==> config.mk <==
export PLATFORM = sky130hd
export DESIGN_NAME = sram_block_mover_flat
export DESIGN_NICKNAME = d
export VERILOG_FILES = /design/src/rtl/sram_block_mover_if.sv /design/src/rtl/sram_block_mover.sv /design/src/flat_wrapper.sv
export SDC_FILE = /design/constraint.sdc
export NUM_CORES = 1
export LEC_CHECK = 0
export BUFFER_PORTS_ARGS = -buffer_cell sky130_fd_sc_hd__buf_2
export CAP_MARGIN = 20
export CELL_PAD_IN_SITES_DETAIL_PLACEMENT = 1
export CELL_PAD_IN_SITES_GLOBAL_PLACEMENT = 1
export CORE_AREA = 5 5 172 174
export CTS_BUF_LIST = sky130_fd_sc_hd__clkbuf_8 sky130_fd_sc_hd__clkbuf_16
export DETAILED_ROUTE_END_ITERATION = 10
export DIE_AREA = 0 0 177 179
export HOLD_SLACK_MARGIN = 0.05
export PLACE_DENSITY = 0.77
export SLEW_MARGIN = 30
export SYNTH_ARGS = -nofsm -noshare
export SYNTH_HDL_FRONTEND = slang
export SYNTH_SLANG_ARGS = --single-unit
==> constraint.sdc <==
create_clock -name clk_50mhz -period 3.4 [get_ports clk_50mhz]
set_input_delay 0.34 -clock clk_50mhz [delete_from_list [all_inputs] [get_ports clk_50mhz]]
set_output_delay 0.34 -clock clk_50mhz [all_outputs]
set_load 0.02 [all_outputs]
==> src/rtl/sram_block_mover_if.sv <==
// sram_block_mover_if: request/ack bus between the block mover and the SRAM controller port
//   stb   - request strobe          we    - write enable, qualified by stb
//   addra - request word address    dina  - write data
//   douta - read data               ack   - controller ready/acknowledge
interface sram_block_mover_if;
    logic        stb;
    logic        we;
    logic [19:0] addra;
    logic [47:0] dina;
    logic [47:0] douta;
    logic        ack;
    modport master (output stb, we, addra, dina, input douta, ack);
    modport slave  (input stb, we, addra, dina, output douta, ack);
endinterface

==> src/rtl/sram_block_mover.sv <==
// sram_block_mover: executes one block copy or block fill at a time over an SRAM controller port
//   clk_50mhz, rst_n        - clock, asynchronous active-low reset
//   cmd_valid/cmd_ready     - command handshake; cmd_op 0 = copy, 1 = fill
//   cmd_src/dst/len/fill    - copy source, destination, word count, fill word
//   busy, done, err         - command in flight, success pulse, timeout pulse
//   words_done              - words written in the current or last command
//   m                       - request bus to the controller (master side)
module sram_block_mover #(
    parameter int MIN_HOLD_RD = 1,
    parameter int MIN_HOLD_WR = 4,
    parameter int TIMEOUT     = 255
) (
    input  logic               clk_50mhz,
    input  logic               rst_n,
    input  logic               cmd_valid,
    output logic               cmd_ready,
    input  logic               cmd_op,
    input  logic [19:0]        cmd_src,
    input  logic [19:0]        cmd_dst,
    input  logic [19:0]        cmd_len,
    input  logic [47:0]        cmd_fill,
    output logic               busy,
    output logic               done,
    output logic               err,
    output logic [19:0]        words_done,
    sram_block_mover_if.master m
);
    typedef enum logic [2:0] {IDLE, RD_REQ, RD_GAP, WR_REQ, WR_GAP, FIN, ABORT} state_t;
    state_t      state;
    logic [19:0] src, dst, len, addra;
    logic [47:0] data;
    logic [15:0] hold, hold_n;
    logic        op, stb, we;
    logic        rd_ok, wr_ok, expired;

    // hold counts from 0 on the first strobe cycle, so hold_n is the number of cycles strobed so far
    assign hold_n    = hold + 16'd1;
    assign rd_ok     = m.ack && hold_n >= 16'(MIN_HOLD_RD);
    assign wr_ok     = m.ack && hold_n >= 16'(MIN_HOLD_WR);
    assign expired   = hold_n == 16'(TIMEOUT);
    assign cmd_ready = state == IDLE;
    assign m.stb     = stb;
    assign m.we      = we;
    assign m.addra   = addra;
    assign m.dina    = data;

    always_ff @(posedge clk_50mhz or negedge rst_n) begin
        if (!rst_n) begin
            state      <= IDLE;
            src        <= '0;
            dst        <= '0;
            len        <= '0;
            data       <= '0;
            hold       <= '0;
            op         <= 1'b0;
            stb        <= 1'b0;
            we         <= 1'b0;
            addra      <= '0;
            busy       <= 1'b0;
            done       <= 1'b0;
            err        <= 1'b0;
            words_done <= '0;
        end else begin
            done <= 1'b0;
            err  <= 1'b0;
            case (state)
                IDLE: if (cmd_valid) begin
                    src        <= cmd_src;
                    dst        <= cmd_dst;
                    len        <= cmd_len;
                    op         <= cmd_op;
                    words_done <= '0;
                    busy       <= 1'b1;
                    hold       <= '0;
                    if (cmd_op) data <= cmd_fill;
                    if (cmd_len == '0) state <= FIN;
                    else if (cmd_op) begin
                        state <= WR_REQ;
                        stb   <= 1'b1;
                        we    <= 1'b1;
                        addra <= cmd_dst;
                    end else begin
                        state <= RD_REQ;
                        stb   <= 1'b1;
                        addra <= cmd_src;
                    end
                end
                RD_REQ: if (rd_ok) begin
                    data  <= m.douta;
                    src   <= src + 20'd1;
                    stb   <= 1'b0;
                    state <= RD_GAP;
                end else if (expired) begin
                    stb   <= 1'b0;
                    state <= ABORT;
                end else hold <= hold_n;
                RD_GAP: begin
                    state <= WR_REQ;
                    stb   <= 1'b1;
                    we    <= 1'b1;
                    addra <= dst;
                    hold  <= '0;
                end
                WR_REQ: if (wr_ok) begin
                    dst        <= dst + 20'd1;
                    words_done <= words_done + 20'd1;
                    len        <= len - 20'd1;
                    stb        <= 1'b0;
                    we         <= 1'b0;
                    state      <= WR_GAP;
                end else if (expired) begin
                    stb   <= 1'b0;
                    we    <= 1'b0;
                    state <= ABORT;
                end else hold <= hold_n;
                // one idle cycle between requests lets the controller's write phase counter reset
                WR_GAP: begin
                    hold <= '0;
                    if (len == '0) state <= FIN;
                    else if (op) begin
                        state <= WR_REQ;
                        stb   <= 1'b1;
                        we    <= 1'b1;
                        addra <= dst;
                    end else begin
                        state <= RD_REQ;
                        stb   <= 1'b1;
                        addra <= src;
                    end
                end
                FIN: begin
                    done  <= 1'b1;
                    busy  <= 1'b0;
                    state <= IDLE;
                end
                ABORT: begin
                    err   <= 1'b1;
                    busy  <= 1'b0;
                    state <= IDLE;
                end
                default: state <= IDLE;
            endcase
        end
    end
endmodule

==> src/flat_wrapper.sv <==
// flat-port wrapper written by rule: the top's interface ports become plain ports
module sram_block_mover_flat 
#(
    parameter int MIN_HOLD_RD = 1,
    parameter int MIN_HOLD_WR = 4,
    parameter int TIMEOUT     = 255
)
  (clk_50mhz, rst_n, cmd_valid, cmd_ready, cmd_op, cmd_src, cmd_dst, cmd_len, cmd_fill, busy, done, err, words_done, m_stb, m_we, m_addra, m_dina, m_douta, m_ack);
  sram_block_mover_if m_i ();
  input  logic clk_50mhz;
  input  logic rst_n;
  input  logic cmd_valid;
  output logic cmd_ready;
  input  logic cmd_op;
  input  logic [19:0] cmd_src;
  input  logic [19:0] cmd_dst;
  input  logic [19:0] cmd_len;
  input  logic [47:0] cmd_fill;
  output logic busy;
  output logic done;
  output logic err;
  output logic [19:0] words_done;
  output wire logic [$bits(m_i.stb)-1:0] m_stb;
  output wire logic [$bits(m_i.we)-1:0] m_we;
  output wire logic [$bits(m_i.addra)-1:0] m_addra;
  output wire logic [$bits(m_i.dina)-1:0] m_dina;
  input wire logic [$bits(m_i.douta)-1:0] m_douta;
  input wire logic [$bits(m_i.ack)-1:0] m_ack;
  assign m_stb = m_i.stb;
  assign m_we = m_i.we;
  assign m_addra = m_i.addra;
  assign m_dina = m_i.dina;
  assign m_i.douta = m_douta;
  assign m_i.ack = m_ack;
  sram_block_mover #(.MIN_HOLD_RD(MIN_HOLD_RD), .MIN_HOLD_WR(MIN_HOLD_WR), .TIMEOUT(TIMEOUT)) u_core (.clk_50mhz(clk_50mhz), .rst_n(rst_n), .cmd_valid(cmd_valid), .cmd_ready(cmd_ready), .cmd_op(cmd_op), .cmd_src(cmd_src), .cmd_dst(cmd_dst), .cmd_len(cmd_len), .cmd_fill(cmd_fill), .busy(busy), .done(done), .err(err), .words_done(words_done), .m(m_i));
endmodule
# --- After elaboration in Yosys (flattened, before gate mapping) ---
# Cells that the tools add are included.
totals:
  wordCells: 116
  regBits: 173
  out_inout_bits: 94
classes:
  magnitude_cmp: 2
  eq_ne: 17
  muxes: 55
  n_reduce_logical: 23
  add_sub_neg: 5
ops:
  columns: ["operator", "count"]
  rows:
  - ["$mux W20", 13]
  - ["$pmux W20 S2", 4]
  - ["$mux W48", 3]
  - ["$pmux W48 S2", 1]
  - ["$mux W16", 4]
  - ["$pmux W16 S4", 1]
  - ["$add A20 B1 Y20 const B", 3]
  - ["$pmux W20 S3", 1]
  - ["$logic_not A20 Y1", 2]
  - ["$sub A20 B1 Y20 const B", 1]
  - ["$mux W3", 6]
  - ["$add A16 B1 Y16 const B", 1]
  - ["$eq A16 B8 Y1 const B", 1]
  - ["$ge A16 B1 Y1 const B", 1]
  - ["$ge A16 B3 Y1 const B", 1]
  - ["$mux W1", 16]
  - ["$reduce_and A4 Y1", 4]
  - ["$pmux W3 S5", 1]
  - ["$ne A2 B2 Y1 const B", 5]
  - ["$eq A3 B3 Y1 const B", 3]
  - ["$ne A2 B1 Y1 const B", 4]
  - ["$reduce_bool A4 Y1", 2]
  - ["$reduce_and A7 Y1", 1]
  - ["$eq A3 B2 Y1 const B", 2]
  - ["other kinds (14)", 21]

# --- Logic depth before layout (Yosys ltp) ---
logic_depth:
  ltp_word: 5
  mapped_depth: 12
  depth_no_buf: 10

# --- Least setup slack after synthesis ---
# OpenSTA, ideal clock, no wires.
synth_timing:
  path_kind: "register -> register"
  startpoint: "register u_core.hold[1]"
  endpoint: "register u_core.hold[11]"
  arrival_time_ps: 3216
  path_buffers: 2
  slack_ps: 49
  synth_period_minus_slack_ps: 3351
  required_ps: 3265
  path_stages_with_launch: 12
  cell_sequence: "dfrtp_1 > ha_1 > nand4_1 > or4_1 > mux2i_1 > or4_1 > buf_2 > o41ai_4 > a21oi_2 > buf_2 > o21ai_1 > o41ai_2"
synth_between:
  elab_chain_len: 5
  word_cells_on_any_way: 13
  classes_between: "1 x add/sub; 2 x order compare; 3 x eq/ne; 4 x mux; 3 x reduce/logical"
synth_rtl:
  columns: ["element", "line_no", "rtl"]
  rows:
  - ["start, declared", "sram_block_mover.sv:32", "logic [15:0] hold, hold_n;"]
  - ["start signal, assigned", "sram_block_mover.sv:96", "end else hold <= hold_n;"]
  - ["start signal, assigned", "sram_block_mover.sv:115", "end else hold <= hold_n;"]
  - ["$add A16 B1 Y16 *", "sram_block_mover.sv:37", "assign hold_n = hold + 16'd1;"]
  - ["$ge A16 B3 Y1, or another cell as far along", "sram_block_mover.sv:39", "assign wr_ok = m.ack && hold_n >= 16'(MIN_HOLD_WR);"]
  - ["$logic_and A1 B1 Y1, or another cell as far along", "sram_block_mover.sv:39", null]
  - ["$ne A2 B2 Y1 (no source line), or another cell as far along", null, null]
  - ["$reduce_and A4 Y1 (no source line) / $pmux W16 S4 (equally long branches)", null, null]
# Mark *: on every way between the ends. The rest lies on a longest branch, timed or not. The select of a mux whose other input is x is not followed.
# A chain may end at the register's enable or synchronous reset.

# --- Worst setup path in the final report ---
layout_timing:
  startpoint: "register u_core.hold[7]"
  endpoint: "register u_core.hold[13]"
# The elaborated chain is that of the path after synthesis.

==> impl_results.md <==
* Placed Cells at 1736
* CP Max Fanout at 9
* Rel. slew slack at 0.427
* Worst skew pair latency at 0.44 ns
* Most used DFF post-synth: dfrtp_1
* Dpl hpwl at 26900 microns
* Total power draw at 10.8 mW
* Share of power burned in registers at 0.334
* I/O pin count at 255
* Synthesized cell area at 9630 sq um
* EDFF count, synth at 0
* Nets at 1548
* Die Y at 179 microns
* Syn Area/Cell at 8.44 sq um
* Period Utilization, post-route at 0.959
* Setup Total Neg Slack at 0 ns
* Initial core utilization at 0.348
* Cells after Synth at 1140
* Clock skew at 0.0162 ns
* Max Clock Freq at 307 MHz
* Async SR Flop Fraction at 1.00
* Number of fill cells at 3394
* Drt initial violations at 595
* Per-cell routed wire length at 20.5 microns
* Pre-antenna DRT Iters at 7
* Synthesized net count at 1308
* Final cell count without fillers at 1774
* Share of layout cells above drive strength 1 at 0.263
* Grt total ovfl at 0
* Max stage delay on crit path at 0.59 ns
* Hold slack final at 0.166 ns
* Sw Share at 0.474
* Max-cap viol count at 0
* Area taken by multi-input logic gates at 4800 sq um
* Register area at 4330 sq um
* Clk pwr share at 0.181
* # rows at 61
* Cell Chain, Critical Path: nand4_1, or4_4, mux2i_1, or4_4, o41ai_4, buf_4, nand2_2, buf_4, o31ai_1
* Area delta synth->final at 26.4%
* WP buf/inv at 2
* Clk root buf: clkbuf_16
* Setup WS pre-CTS at -0.0706 ns
* CTS tree: built
* H-tree Lvls at 4
* Pin count of the biggest net entering global routing at 94
* GPL Wtd Cong at 0.840
* Crit-path slowest cell: or4_4
* Vias at 9935
* Vias in the first global route at 10200
* Final Max Tran Viols at 0
* Worst setup path class: register to register
* CP Launch Type: register
* Global Route Usage Sum at 0.221
* Die width at 177 microns
* Status: completed
* Routed WL at 36300 microns
* Worst path arrival time at 3.58 ns
* Count of state elements after synthesis at 173
* Worst Path Required at 3.72 ns
* # port buffers at 254
* Post-synthesis cell type count at 59
* CTS Buf Count at 17
* Internal power at 5.68 mW
* Gate power share at 0.485
* Clock transition at path regs at 0.08 ns
* PnR worst setup slack at 0.140 ns
* Clk sinks at 173
* Min cycle time layout at 3.26 ns
* Count of warnings emitted by yosys at 0
* Actual slew at the worst max-slew pin at 0.859 ns
* NetSw at 5.11 mW
* Final setup vio count at 0
* Placed Area at 11500 sq um
* Hold Vio Cnt, Final at 0
* Core area at 27600 sq um
* Worst VDD drop at 0.000489 V
* Die area at 31700 sq um
* Initial antenna violation count at 9
* Seq/Total Area, Yosys at 0.450
* Final Util at 0.440
* Hold Path Class: input port to register
* First-pass GRT wire length at 56200 microns
* DR vias/cell at 5.60
* Fin area at 12200 sq um
* Crit path max-delay family: simple AND/OR/NAND/NOR gates
* Post-route DRC at 0
* CP Capture Type: register
* Power Dens Cells at 887 nW/um^2
* Worst-case clock buffer depth at 2
* Leak at 5.50 nW
* Post-DRT Antenna Nets at 0
-- worst reg2reg max path, stage by stage, from the launching register on --
cell and delay (ns):
dfrtp_1 0.49, nand4_1 0.19, or4_4 0.53, mux2i_1 0.14
or4_4 0.59, o41ai_4 0.42, buf_4 0.19, nand2_2 0.13
buf_4 0.22, o31ai_1 0.26
-- flip-flops by register name, indices dropped and copies added, names as in the netlist --
name,count
u_core.m.dina,48
u_core.dst,20
u_core.len,20
u_core.m.addra,20
u_core.src,20
u_core.words_done,20
u_core.hold,16
u_core.state,3
u_core.busy,1
u_core.done,1
u_core.err,1
u_core.m.stb,1
u_core.m.we,1
u_core.op,1
-- cells in the final DEF (no fill, tap or decap), types with 4 or more instances in the layout --
cell type	netlist	layout
clkbuf_16	0	17
nand4_1	14	14
buf_2	21	253
buf_4	3	39
nand3_1	44	43
nand2b_1	6	6
or4_1	8	5
xor2_1	4	4
clkinv_4	0	4
inv_1	66	67
a21oi_1	190	188
o22ai_1	73	73
o31ai_1	14	13
dfrtp_1	173	173
mux2i_1	24	24
xnor2_1	11	11
nand2_1	107	106
or2_2	4	4
o21ai_1	16	16
nor4_1	16	15
and2_1	9	9
o21ai_0	52	52
or3_1	22	22
ha_1	7	7
inv_8	0	5
and3_1	17	17
nor2_1	73	70
a31o_2	4	4
buf_12	0	6
nor3_1	14	14
a221oi_1	20	20
a31oi_1	27	27
-- metal layers --
layer | routed length [microns] | share of wire | up-vias | GRT usage
met5 | 73 | 0.0020 | - | 0
met1 | 15300 | 0.42 | 4930 | 0.274
met3 | 2480 | 0.068 | 51 | 0.0553
met2 | 17800 | 0.49 | 287 | 0.387
met4 | 648 | 0.018 | 12 | 0.0535
li1 | - | - | 4655 | -
-- path summary, 6_finish.rpt --
kind	from	end	slack (ns)	depth (start not counted)
worst max-delay path	u_core.hold[7]	u_core.hold[13]	0.14	9
worst min-delay path	cmd_fill[11]	u_core.m.dina[11]	0.17	3
worst max register to register	u_core.hold[7]	u_core.hold[13]	0.14	9
worst min register to register	u_core.busy	u_core.busy	0.50	2
max in group asynchronous	rst_n	u_core.m.addra[6]	2.08	3
min in group asynchronous	rst_n	u_core.hold[5]	0.45	2
-- synthesized netlist by cell type (all sizes together), types with 4 or more instances --
library cell / count / area share
a21oi: 192 / 0.10
dfrtp: 173 / 0.45
nand2: 108 / 0.042
nor2: 73 / 0.028
o22ai: 73 / 0.047
o21ai: 69 / 0.036
inv: 66 / 0.026
clkbuf: 53 / 0.021
nand3: 44 / 0.023
a31oi: 27 / 0.018
buf: 27 / 0.014
mux2i: 24 / 0.025
or3: 22 / 0.014
a221oi: 20 / 0.018
and3: 17 / 0.011
nor4: 16 / 0.010
nand4: 15 / 0.010
nor3: 14 / 0.0073
o31ai: 14 / 0.011
xnor2: 11 / 0.010
and2: 9 / 0.0058
or4: 8 / 0.0062
ha: 7 / 0.0091
nand2b: 6 / 0.0039
a31o: 4 / 0.0036
or2: 4 / 0.0026
xor2: 4 / 0.0036
-- power by group through the flow --
stage | logic, mW | registers (mW) | clock network (mW)
after floorplan | 2.92 | 3.96 | 0
after global placement | 5.00 | 3.58 | 0
after detailed placement | 5.17 | 3.62 | 0
after CTS | 5.21 | 3.59 | 1.99
after global routing | 5.76 | 3.71 | 2.09
final | 5.23 | 3.61 | 1.95
-- what timing repair did --
action | 4_1_cts | 5_1_grt
hold buffers | 1 | 0
endpoints found under the setup margin | 19 | 20
hold endpoints to repair | 52 | 0
resized for setup | 3 | 5
buffers inserted | 0 | 2
-- kinds of logic (layout without fill, tap and decap cells) --
family                   Yosys count  in the layout  synth area share
multiplexers                      25             25            0.0261
AND/OR/NAND/NOR                  346            346             0.175
AO/OA/AOI/OAI                    428            428             0.265
adder cells (fa/ha/maj)            7              7           0.00910
flip-flops                       173            173             0.450
buffers and inverters            146            399            0.0608
XOR/XNOR                          15             15            0.0136
other                              0              3                 0
-- final cells by class --
cell class,instances,share of cell area
Multi-Input combinational cell,821,0.395
Sequential cell,173,0.356
Timing Repair Buffer,301,0.142
Tap cell,378,0.0389
Clock buffer,17,0.0350
Inverter,66,0.0204
Clock inverter,15,0.0125
Antenna cell,3,0.000617
No activity file was read; power rests on OpenSTA's default activity.
